--- config.mk ---
export PLATFORM = sky130hd
export DESIGN_NAME = legv8_multicycle_ctrl
export DESIGN_NICKNAME = d
export VERILOG_FILES = /design/src/rtl/legv8_multicycle_ctrl.sv
export SDC_FILE = /design/constraint.sdc
export NUM_CORES = 1
export LEC_CHECK = 0
export BUFFER_PORTS_ARGS = -buffer_cell sky130_fd_sc_hd__buf_2
export CAP_MARGIN = 20
export CORE_ASPECT_RATIO = 1.4
export CORE_MARGIN = 2
export CORE_UTILIZATION = 36
export CTS_BUF_LIST = sky130_fd_sc_hd__clkbuf_4 sky130_fd_sc_hd__clkbuf_8 sky130_fd_sc_hd__clkbuf_16
export DETAILED_ROUTE_END_ITERATION = 16
export GPL_ROUTABILITY_DRIVEN = 0
export GPL_TIMING_DRIVEN = 1
export PLACE_DENSITY = 0.58
export SLEW_MARGIN = 30
export SYNTH_ARGS = -nofsm -noshare
export SYNTH_HDL_FRONTEND = slang
export SYNTH_SLANG_ARGS = --single-unit
--- constraint.sdc ---
create_clock -name clk -period 5.1 [get_ports clk]
set_clock_uncertainty 0.05 [all_clocks]
set_input_delay 0.51 -clock clk [delete_from_list [all_inputs] [get_ports clk]]
set_output_delay 0.51 -clock clk [all_outputs]
set_load 0.05 [all_outputs]
--- src/rtl/legv8_multicycle_ctrl.sv ---
// Multi-cycle LEGv8 control FSM: sequences fetch/decode/exec/mem/writeback,
// drives datapath enables, counts retired instructions, traps on bad opcodes/timeouts.
module legv8_multicycle_ctrl #(
  parameter int MEM_TIMEOUT = 16,
  parameter int RET_W       = 32
) (
  input  logic             clk,
  input  logic             rst_n,
  input  logic             run,
  input  logic [10:0]      opcode,
  input  logic             zero,
  input  logic             imem_ack,
  input  logic             dmem_ack,
  output logic             imem_req,
  output logic             ir_write,
  output logic             dmem_rd,
  output logic             dmem_wr,
  output logic             pc_write,
  output logic             pc_src,
  output logic             reg_write,
  output logic             reg2loc,
  output logic             alu_src,
  output logic [1:0]       alu_op,
  output logic             mem_to_reg,
  output logic [RET_W-1:0] retired,
  output logic             illegal,
  output logic             bus_err,
  output logic [2:0]       state
);

  localparam int TW = $clog2(MEM_TIMEOUT);
  localparam logic [TW-1:0] TMAX = TW'(MEM_TIMEOUT - 1);

  typedef enum logic [2:0] {
    S_IDLE = 3'd0, S_FETCH = 3'd1, S_DECODE = 3'd2, S_EXEC = 3'd3,
    S_MEM  = 3'd4, S_WB    = 3'd5, S_TRAP   = 3'd6
  } state_t;

  typedef enum logic [2:0] {
    C_NONE = 3'd0, C_R = 3'd1, C_LD = 3'd2, C_ST = 3'd3, C_CBZ = 3'd4, C_B = 3'd5
  } cls_t;

  state_t           r_state;
  cls_t             r_cls;
  logic [TW-1:0]    r_tcnt;
  logic [RET_W-1:0] r_retired;
  logic             r_illegal;
  logic             r_bus_err;

  cls_t   w_dec_cls;
  state_t w_done_st;

  always_comb begin
    w_dec_cls = C_NONE;
    if (opcode == 11'b10001011000 || opcode == 11'b11001011000 ||
        opcode == 11'b10001010000 || opcode == 11'b10101010000)
      w_dec_cls = C_R;
    else if (opcode == 11'b11111000010)
      w_dec_cls = C_LD;
    else if (opcode == 11'b11111000000)
      w_dec_cls = C_ST;
    else if (opcode[10:3] == 8'b10110100)
      w_dec_cls = C_CBZ;
    else if (opcode[10:5] == 6'b000101)
      w_dec_cls = C_B;
  end

  // Where an instruction goes once it has retired: run=0 parks the core.
  assign w_done_st = run ? S_FETCH : S_IDLE;

  always_ff @(posedge clk or negedge rst_n) begin
    if (!rst_n) begin
      r_state   <= S_IDLE;
      r_cls     <= C_NONE;
      r_tcnt    <= '0;
      r_retired <= '0;
      r_illegal <= 1'b0;
      r_bus_err <= 1'b0;
    end else begin
      if (pc_write) r_retired <= r_retired + 1'b1;
      case (r_state)
        S_IDLE: begin
          if (run) begin
            r_state <= S_FETCH;
            r_tcnt  <= '0;
          end
        end
        S_FETCH: begin
          if (imem_ack) begin
            r_state <= S_DECODE;
          end else if (r_tcnt == TMAX) begin
            r_state   <= S_TRAP;
            r_bus_err <= 1'b1;
          end else begin
            r_tcnt <= r_tcnt + 1'b1;
          end
        end
        S_DECODE: begin
          r_cls <= w_dec_cls;
          if (w_dec_cls == C_NONE) begin
            r_state   <= S_TRAP;
            r_illegal <= 1'b1;
          end else begin
            r_state <= S_EXEC;
          end
        end
        S_EXEC: begin
          r_tcnt <= '0;
          case (r_cls)
            C_R:         r_state <= S_WB;
            C_LD, C_ST:  r_state <= S_MEM;
            C_CBZ, C_B:  r_state <= w_done_st;
            default:     r_state <= S_TRAP;
          endcase
        end
        S_MEM: begin
          // An ack on the last permitted cycle takes priority over the timeout.
          if (dmem_ack) begin
            r_tcnt  <= '0;
            r_state <= (r_cls == C_LD) ? S_WB : w_done_st;
          end else if (r_tcnt == TMAX) begin
            r_state   <= S_TRAP;
            r_bus_err <= 1'b1;
          end else begin
            r_tcnt <= r_tcnt + 1'b1;
          end
        end
        S_WB: begin
          r_tcnt  <= '0;
          r_state <= w_done_st;
        end
        S_TRAP:  r_state <= S_TRAP;
        default: r_state <= S_TRAP;
      endcase
    end
  end

  // Moore decode from registered state/class; ir_write and CBZ pc_src follow their inputs.
  always_comb begin
    imem_req   = 1'b0;
    ir_write   = 1'b0;
    dmem_rd    = 1'b0;
    dmem_wr    = 1'b0;
    pc_write   = 1'b0;
    pc_src     = 1'b0;
    reg_write  = 1'b0;
    reg2loc    = 1'b0;
    alu_src    = 1'b0;
    alu_op     = 2'b00;
    mem_to_reg = 1'b0;
    case (r_state)
      S_FETCH: begin
        imem_req = 1'b1;
        ir_write = imem_ack;
      end
      S_EXEC: begin
        case (r_cls)
          C_R: alu_op = 2'b10;
          C_LD: alu_src = 1'b1;
          C_ST: begin
            alu_src = 1'b1;
            reg2loc = 1'b1;
          end
          C_CBZ: begin
            reg2loc  = 1'b1;
            alu_op   = 2'b01;
            pc_write = 1'b1;
            pc_src   = zero;
          end
          C_B: begin
            pc_write = 1'b1;
            pc_src   = 1'b1;
          end
          default: ;
        endcase
      end
      S_MEM: begin
        dmem_rd  = (r_cls == C_LD);
        dmem_wr  = (r_cls == C_ST);
        pc_write = (r_cls == C_ST) && dmem_ack;
      end
      S_WB: begin
        reg_write  = 1'b1;
        pc_write   = 1'b1;
        mem_to_reg = (r_cls == C_LD);
      end
      default: ;
    endcase
  end

  assign retired = r_retired;
  assign illegal = r_illegal;
  assign bus_err = r_bus_err;
  assign state   = r_state;

endmodule

== Yosys cells after proc, flatten, opt, wreduce, memory -nomap -nowiden ==
Index checks and enable logic that the tools add are counted.

* Register bits after elaboration: 44
* Input bits: 17
* Word-level logic and storage cells: 84

* $add $sub $neg: 2
* Equality and inequality tests: 22
* Multiplexer cells: 39
* Reductions and logical operators: 15

{| class="wikitable"
|+ Operators with widths
! cell !! number
|-
| 11-bit == test (second input constant) || 6
|-
| 3-bit two-way mux || 11
|-
| 32-bit by 1-bit adder with 32-bit output (second input constant) || 1
|-
| 3-bit one-hot mux with 6 select lines || 1
|-
| 1-bit two-way mux || 16
|-
| 4-bit two-way mux || 4
|-
| 4-bit one-hot mux with 4 select lines || 1
|-
| 3-bit by 2-bit == test with 1-bit output (second input constant) || 4
|-
| 3-bit == test (second input constant) || 4
|-
| 3-bit one-hot mux with 3 select lines || 1
|-
| 8-bit == test (second input constant) || 1
|-
| 2-bit OR reduction || 4
|-
| 3-bit by 1-bit == test with 1-bit output (second input constant) || 2
|-
| 6-bit by 3-bit == test with 1-bit output (second input constant) || 1
|-
| 3-bit zero test || 2
|-
| 2-bit != test (second input constant) || 3
|-
| 3-bit AND reduction || 2
|-
| 4-bit by 1-bit adder with 4-bit output (second input constant) || 1
|-
| 4-bit == test (second input constant) || 1
|-
| 1-bit one-hot mux with 2 select lines || 2
|-
| 2-bit one-hot mux with 2 select lines || 1
|-
| 4-bit nonzero test || 1
|-
| 1-bit logical OR || 3
|-
| 1-bit one-hot mux with 3 select lines || 1
|-
| 4 further kinds || 4
|}

== Longest topological paths before layout ==
Gate-level depths: netlist of run 1.

* Depth after elaboration: 9
* Gate-level depth with buffers: 6

== Least setup slack after synthesis of run 1 ==
No wires, ideal clock.

* Path kind: flip-flop to output port
* Start: register r_state[0], in the netlist state[0]
* End: output ir_write
* Arrival: 2327 ps
* Slack: 2213 ps
* Cell stages (with the launch flop): 6
* Path buffers: 1
* Cell sequence: dfrtp_1 clkbuf_1 nand2b_1 nor2_1 nand2_1 inv_1

* Longest elaborated chain between the ends: 2

{| class="wikitable"
|+ RTL lines
! element !! RTL line !! text
|-
| start, declared || 43 || <nowiki>state_t r_state;</nowiki>
|-
| start signal, assigned || 112 || <nowiki>C_CBZ, C_B: r_state <= w_done_st;</nowiki>
|-
| start signal, assigned || 120 || <nowiki>r_state <= (r_cls == C_LD) ? S_WB : w_done_st;</nowiki>
|-
| start signal, assigned || 130 || <nowiki>r_state <= w_done_st;</nowiki>
|-
| 3-bit by 1-bit == test with 1-bit output || 151 || <nowiki>case (r_state)</nowiki>
|-
| 1-bit two-way mux || 151 ||
|-
| end, declared || 15 || <nowiki>output logic ir_write,</nowiki>
|}

Every way passes these cells.

== Worst setup path in the final report of run 1 ==
* Start: register r_state[1], in the netlist state[1]
* End: output pc_write

* Longest elaborated chain between the ends: 2
* Elaborated cells between the ends (all ways): 4
* Classes of those cells: eq/ne: 3; mux: 1

{| class="wikitable"
|+ RTL lines
! element !! RTL line !! text
|-
| 3-bit == test / 3-bit by 2-bit == test with 1-bit output (equally long branches) || 151 ||
|-
| 1-bit one-hot mux with 3 select lines (*) || 151 ||
|-
| end, declared || 18 || <nowiki>output logic pc_write,</nowiki>
|}

Every way passes the cells marked *; elsewhere a longest branch is shown, timed or not.

==> results of run 1 <==
## logic make-up after synthesis
family                   after synthesis  synth area share (%)
AND/OR/NAND/NOR                       97                  22.1
AO/OA/AOI/OAI                         57                  19.3
flip-flops                            44                  41.0
XOR/XNOR                              31                  10.1
buffers and inverters                 24                  3.92
adder cells (fa/ha/maj)                5                  2.33
multiplexers                           3                  1.21
## routing by layer
metal / vias to the layer above / wire length (um) / track usage (%)
met5: - / 0 / 0
met4: 0 / 104 / 6.12
met3: 11 / 282 / 2.63
met2: 65 / 3370 / 29.1
met1: 1113 / 2650 / 19.0
li1: 1103 / - / -
## state kept, by name, summed over array words and instances, names as in the netlist
name,cells
state,3
bus_err,1
illegal,1
r_tcnt,4
r_cls,3
retired,32
## power groups by stage
stage / clock (W) / combinational (W) / sequential [W]
floorplan: 0 / 0.0000235 / 0.000367
global placement: 0 / 0.0000453 / 0.000369
detailed placement: 0 / 0.0000448 / 0.000370
CTS: 0.000245 / 0.0000451 / 0.000363
global route: 0.000262 / 0.0000518 / 0.000364
finish: 0.000238 / 0.0000447 / 0.000363
## worst max-delay path by stage
stage | endpoint | start | slack (ns) | cells after the start
2_1_floorplan | ir_write | state[0] | 2.21 | 5
3_3_place_gp | pc_write | state[1] | 2.56 | 4
3_5_place_dp | pc_write | state[1] | 2.52 | 4
4_1_cts | pc_write | state[1] | 2.17 | 4
5_1_grt | pc_write | state[1] | 2.06 | 4
6_report | pc_write | state[1] | 2.20 | 4
## through the flow
step,worst slack [ns],hold slack (ns)
after CTS,2.17,0.179
final,2.20,0.157
after detailed placement,2.52,0.407
after floorplan,2.21,0.164
after global routing,2.06,0.197
after global placement,2.56,0.400
## layout make-up
cell class                      instances  area (um2)
Fill cell                             734        4100
Timing Repair Buffer                   66         335
Tap cell                               97         121
Clock buffer                            8        97.6
Multi-Input combinational cell        193        1480
Inverter                               10        37.5
Sequential cell                        44        1100
## worst max-delay path, cell delays in order, from the launching register on
cell and delay, ns:
sky130_fd_sc_hd__dfrtp_1 0.57, sky130_fd_sc_hd__and4bb_1 0.43, sky130_fd_sc_hd__nand4b_4 0.43, sky130_fd_sc_hd__nand2_1 0.31, sky130_fd_sc_hd__buf_2 0.30
## layout by cell type (no fill, tap or decap), types with 4 or more instances in the layout
cell type / n
sky130_fd_sc_hd__nor2_1: 10
sky130_fd_sc_hd__dfrtp_1: 44
sky130_fd_sc_hd__buf_2: 64
sky130_fd_sc_hd__xor2_1: 23
sky130_fd_sc_hd__nand2_1: 20
sky130_fd_sc_hd__inv_1: 10
sky130_fd_sc_hd__nand3_1: 15
sky130_fd_sc_hd__ha_1: 5
sky130_fd_sc_hd__xnor2_1: 8
sky130_fd_sc_hd__o21ai_0: 8
sky130_fd_sc_hd__nand4_1: 11
sky130_fd_sc_hd__and3_1: 7
sky130_fd_sc_hd__a211oi_1: 9
sky130_fd_sc_hd__a2111oi_2: 8
sky130_fd_sc_hd__and4_1: 7
sky130_fd_sc_hd__a2111oi_0: 4
sky130_fd_sc_hd__clkbuf_8: 6
sky130_fd_sc_hd__a21oi_1: 4
==> run summary, run 1 <==
• outcome: completed
• remaining routing DRC violations: 0
• actual slew at the worst max-slew pin: 0.705 ns
• largest fanout on the critical path: 26
• std cell rows: 37
• number of synthesized flops with an enable pin: 0
• routed wire length: 6410 um
• Most used DFF post-synth: sky130_fd_sc_hd__dfrtp_1
• antenna-violating nets left: 0
• die area: 8170 um2
• number of cells in the design after placement: 410
• total of buffers placed on input and output ports: 65
• Via-to-Cell Ratio: 5.48
• worst supply voltage drop on vdd: 0.110 mV
• clock insertion delay at the later pin of the skew report: 0.29 ns
• mean cell area of the mapped netlist: 10.3 um2
• Non-Filler Cell Area, Final: 3170 um2
• critical path arrival: 2.34 ns
• clock share of power: 36.9%
• Post-layout nets: 342
• type of destination of the critical path: primary output
• launching point of the worst reg2reg path: state[1]
• area growth from synthesis to layout: 18.1%
• number of global-route vias before repair: 2221
• crit path kind: reg -> out
• CTS H-tree lvls: 2
• Final setup viols: 0
• post-synthesis async set-or-reset flop share: 100%
• maximum count of clock buffers along a single path: 2
• commonest cells in the synthesized netlist: sky130_fd_sc_hd__dfrtp_1 (44), sky130_fd_sc_hd__xor2_1 (23), sky130_fd_sc_hd__nand2_1 (20), sky130_fd_sc_hd__nand3_1 (15), sky130_fd_sc_hd__nand4_1 (11)
• CTS sink count: 44
• FMAX: 344 MHz
• largest net degree at the start of global routing: 45
• detailed-route wire length per cell: 15.3 um
• Antenna Diode Count: 0
• drt first pass iters: 4
• Switch Pwr: 0.000154 W
• R2R setup slack: 2.69 ns
• clock transition at the registers of the reported paths: 0.08 ns
• total global routing overflow: 0
• area share of the largest cell type after synthesis: 41.0%
• setup repair after global routing missed its margin: no
• sequential-to-total area share from yosys stat: 41.0%
• post-layout min period: 2.90 ns
• Gate Count Post-Synth: 261
• wire length of the first global-routing pass: 10700 um
• number of buffers added by the clock tree synthesis step: 5
• die width: 77.0 um
• Slew HR: 52.9%
• final critical-path share of the clock period: 56.9%
• Via Count: 2292
• share of total power in combinational logic: 6.9%
• number of cell instances on the worst register-to-register path: 4
• post-synthesis instance area: 2680 um2
• clock root buffer: sky130_fd_sc_hd__clkbuf_8
• die outline height: 106 um
• max cap viols: 0
• number of hold buffers added after CTS: 0
• path category of the worst min-delay check: in -> async
• worst reg2reg endpoint: retired[31]
• startpoint class of the critical path: flip-flop
• violation count after the first detailed-route iteration: 107
• sequential share of power: 56.2%
• GRT Overall Usage: 16.1%
• most common cell in the netlist: sky130_fd_sc_hd__dfrtp_1
• Synth area leader: sky130_fd_sc_hd__dfrtp_1
• number of distinct library cells after synthesis: 55
• Boundary Pins: 66
• internal power: 0.000492 W
• Design Power: 0.000646 W
• synthesized net count: 283
• post-CTS setup-driven buffer insertion count: 0
• TritonCTS clock tree: yes
• share of post-route cells with drive strength above 1: 28.3%
• post-synthesis sequential element count: 44
• count of non-filler cells in the finished layout: 418
• post_cts resized: 0
• placeable core region: 7270 um2
• Ys Warns: 0
• PD cells: 204 nW/um2
• initial antenna violation count: 0
• static leakage: 1.21 nW
• worst endpoint required time: 4.54 ns
• Slew Viols, Final: 0
• final core utilization: 43.6%
• dominant cells by area after synthesis: sky130_fd_sc_hd__dfrtp_1 (41%), sky130_fd_sc_hd__xor2_1 (7.5%), sky130_fd_sc_hd__a2111oi_2 (4.5%)
• HPWL after detailed placement: 4760 um
• initial cell density of the core: 36.9%
• fraction of power spent switching nets: 23.8%
• dpl cell area: 3070 um2
• accumulated negative setup slack: 0 ns
• hold violation count in the final report: 0
No activity file was read; power rests on OpenSTA's default activity.
==> inputs of run 2 (changes only) <==
Clock period 5.1 ns to 2.7 ns, I/O delays scaled along.
==> run 2 against run 1 <==
- combinational power increased by 91%
- die area unchanged
- via count increased by 0.74%
- sequential power increased by 88%
- routed wire length increased by 0.86%
- clock power increased by 89%
- non-clock buffer count increased by 4
- design area increased by 1.1%
- first-iteration DRC count decreased by 24%
- register-to-register slack got worse by 2.2 ns
- sequential share of layout area decreased by 0.38 points
- worst setup slack got worse by 1.9 ns
- critical path type unchanged
- critical endpoint unchanged
==> run summary, run 2 (synthesis results as in run 1) <==
• outcome: completed
• most frequent cell on the critical path: sky130_fd_sc_hd__buf_4
• Final setup viols: 0, unchanged
• setup repair after global routing missed its margin: no
• global-route layer with the greatest usage: met2
• hold violation count in the final report: 0, unchanged
• CTS sink count: 44, unchanged
• Via Count: 2309, +0.74%
• clock insertion delay at the later pin of the skew report: 0.30 ns, about the same
• CTS H-tree lvls: 2, unchanged
• path category of the worst min-delay check: in -> reg
• largest stage delay on the critical path: 0.53 ns, -0.04 ns
• largest net degree at the start of global routing: 45, unchanged
• met1 track demand over resource: 19.1%, +0.14 points
• worst endpoint required time: 2.38 ns, -2.16 ns
• most used cells in the layout excluding fill and tap cells: sky130_fd_sc_hd__buf_2 (64), sky130_fd_sc_hd__dfrtp_1 (44), sky130_fd_sc_hd__xor2_1 (23), sky130_fd_sc_hd__nand2_1 (19), sky130_fd_sc_hd__nand3_1 (15)
• FILL cells: 740, +0.82%
• post-layout min period: 2.43 ns
• post_cts resized: 0, unchanged
• dpl cell area: 3100 um2, +0.81%
• Boundary Pins: 66, unchanged
• final critical-path share of the clock period: 89.8%
• FMAX: 412 MHz
• violation count after the first detailed-route iteration: 81, -24%
• actual slew at the worst max-slew pin: 0.709 ns, +0.00421 ns
• Via-to-Cell Ratio: 5.47, -0.21%
• post-CTS setup-driven buffer insertion count: 0, unchanged
• largest fanout on the critical path: 26, unchanged
• drt first pass iters: 4, unchanged
• met2 demand-to-capacity share in global routing: 30.3%, +1.1 points
• sequential standard cell area: 1100 um2, unchanged
• initial antenna violation count: 0, unchanged
• wire length of the first global-routing pass: 11000 um, +3.0%
• antenna-violating nets left: 0, unchanged
• Top Family by Delay on Critical Path: buffers and inverters
• Slew HR: 52.6%, -0.28 points
• initial cell density of the core: 36.9%, unchanged
• Slew Viols, Final: 0, unchanged
• routed wire length: 6470 um, +0.86%
• HPWL after detailed placement: 4820 um, +1.2%
• Post-layout nets: 346, +1.2%
• worst slack at placement: 0.576 ns, -1.94 ns
• share of post-route cells with drive strength above 1: 29.2%, +0.88 points
• max cap viols: 0, unchanged
• crit path kind: reg -> out
• critical path arrival: 2.11 ns, -0.23 ns
• accumulated negative setup slack: 0 ns, unchanged
• total of buffers placed on input and output ports: 65, unchanged
• total global routing overflow: 0, unchanged
• Buf/Inv on CP: 3, +2
• area growth from synthesis to layout: 19.4%
• type of destination of the critical path: primary output
• Non-Filler Cell Area, Final: 3210 um2, +1.1%
• die area: 8170 um2, unchanged
• GRT met3 Usage: 2.97%, +0.34 points
• multi-input gate area in the final layout: 1480 um2, +0.17%
• clock transition at the registers of the reported paths: 0.08 ns, about the same
• placeable core region: 7270 um2, unchanged
• number of global-route vias before repair: 2317, +4.3%
• worst supply voltage drop on vdd: 0.154 mV, +40%
• number of hold buffers added after CTS: 1, +1
• leading cell type in the layout, fill and taps excluded: sky130_fd_sc_hd__buf_2
• startpoint class of the critical path: flip-flop
• cells along the critical path: nor2b_1 > buf_4 > a31oi_2 > buf_4 > nand2_2 > buf_2
• worst setup margin: 0.275 ns, -1.92 ns
• Antenna Diode Count: 0, unchanged
• remaining routing DRC violations: 0, unchanged
• clock root buffer: sky130_fd_sc_hd__clkbuf_8
• detailed-route wire length per cell: 15.3 um, about the same
• GRT Overall Usage: 16.5%, +0.35 points
• count of non-filler cells in the finished layout: 422, +0.96%
• number of cells in the design after placement: 413, +0.73%
• PD cells: 380 nW/um2, +87%
• die width: 77.0 um, unchanged
• static leakage: 1.23 nW, +1.4%
• Design Power: 0.00122 W, +89%
• TritonCTS clock tree: yes
• std cell rows: 37, unchanged
• maximum count of clock buffers along a single path: 2, unchanged
• cell type of the slowest stage on the worst timing path: sky130_fd_sc_hd__dfrtp_1
• max FFs per register: 32, unchanged
• number of buffers added by the clock tree synthesis step: 5, unchanged
• die outline height: 106 um, unchanged
run 2: routing by layer:
metal,part of all wire (%),vias to the layer above,wire (um)
met5,0,-,0
met4,1.6,0,104
met3,4.1,8,262
met2,54,62,3510
met1,40,1124,2590
li1,-,1115,-
run 2: where the power goes:
group          switching [W]  internal (W)  leakage [nW]
sequential         0.0000170      0.000667         0.476
combinational      0.0000508     0.0000348         0.698
clock               0.000221      0.000229        0.0523
total               0.000289      0.000931          1.23
run 2: stage by stage:
step | hold WS, ns | util, %
5_1_grt | 0.246 | 44.1
3_3_place_gp | 0.400 | 42.6
4_1_cts | 0.210 | 44.1
3_5_place_dp | 0.260 | 42.6
2_1_floorplan | -0.0756 | -
6_report | 0.220 | 44.1
run 2: path summary, 6_finish.rpt:
| path | cells past startpoint | endpoint | start | slack [ns] |
|---|---|---|---|---|
| worst min-delay path | 3 | state[2] | dmem_ack | 0.22 |
| worst max register to register | 5 | retired[28] | state[2] | 0.54 |
| worst min register to register | 1 | retired[23] | retired[23] | 0.43 |
| min in group asynchronous | 2 | retired[15] | rst_n | 0.46 |
| max in group asynchronous | 2 | retired[28] | rst_n | 1.76 |
| worst max-delay path | 6 | pc_write | state[0] | 0.27 |
run 2: area by class of cell:
type	instances	share of cell area (%)
timing repair buffer	70	11.5
inverter	10	1.17
tap	97	3.79
clock buffer	8	3.04
multi-input combinational	193	46.2
sequential	44	34.3
run 2: worst min-delay path, delay by kind of cell:
kind / cells / cell delay [ns]
buffers and inverters: 1 / 0.14
and+or+nand+nor: 2 / 0.11
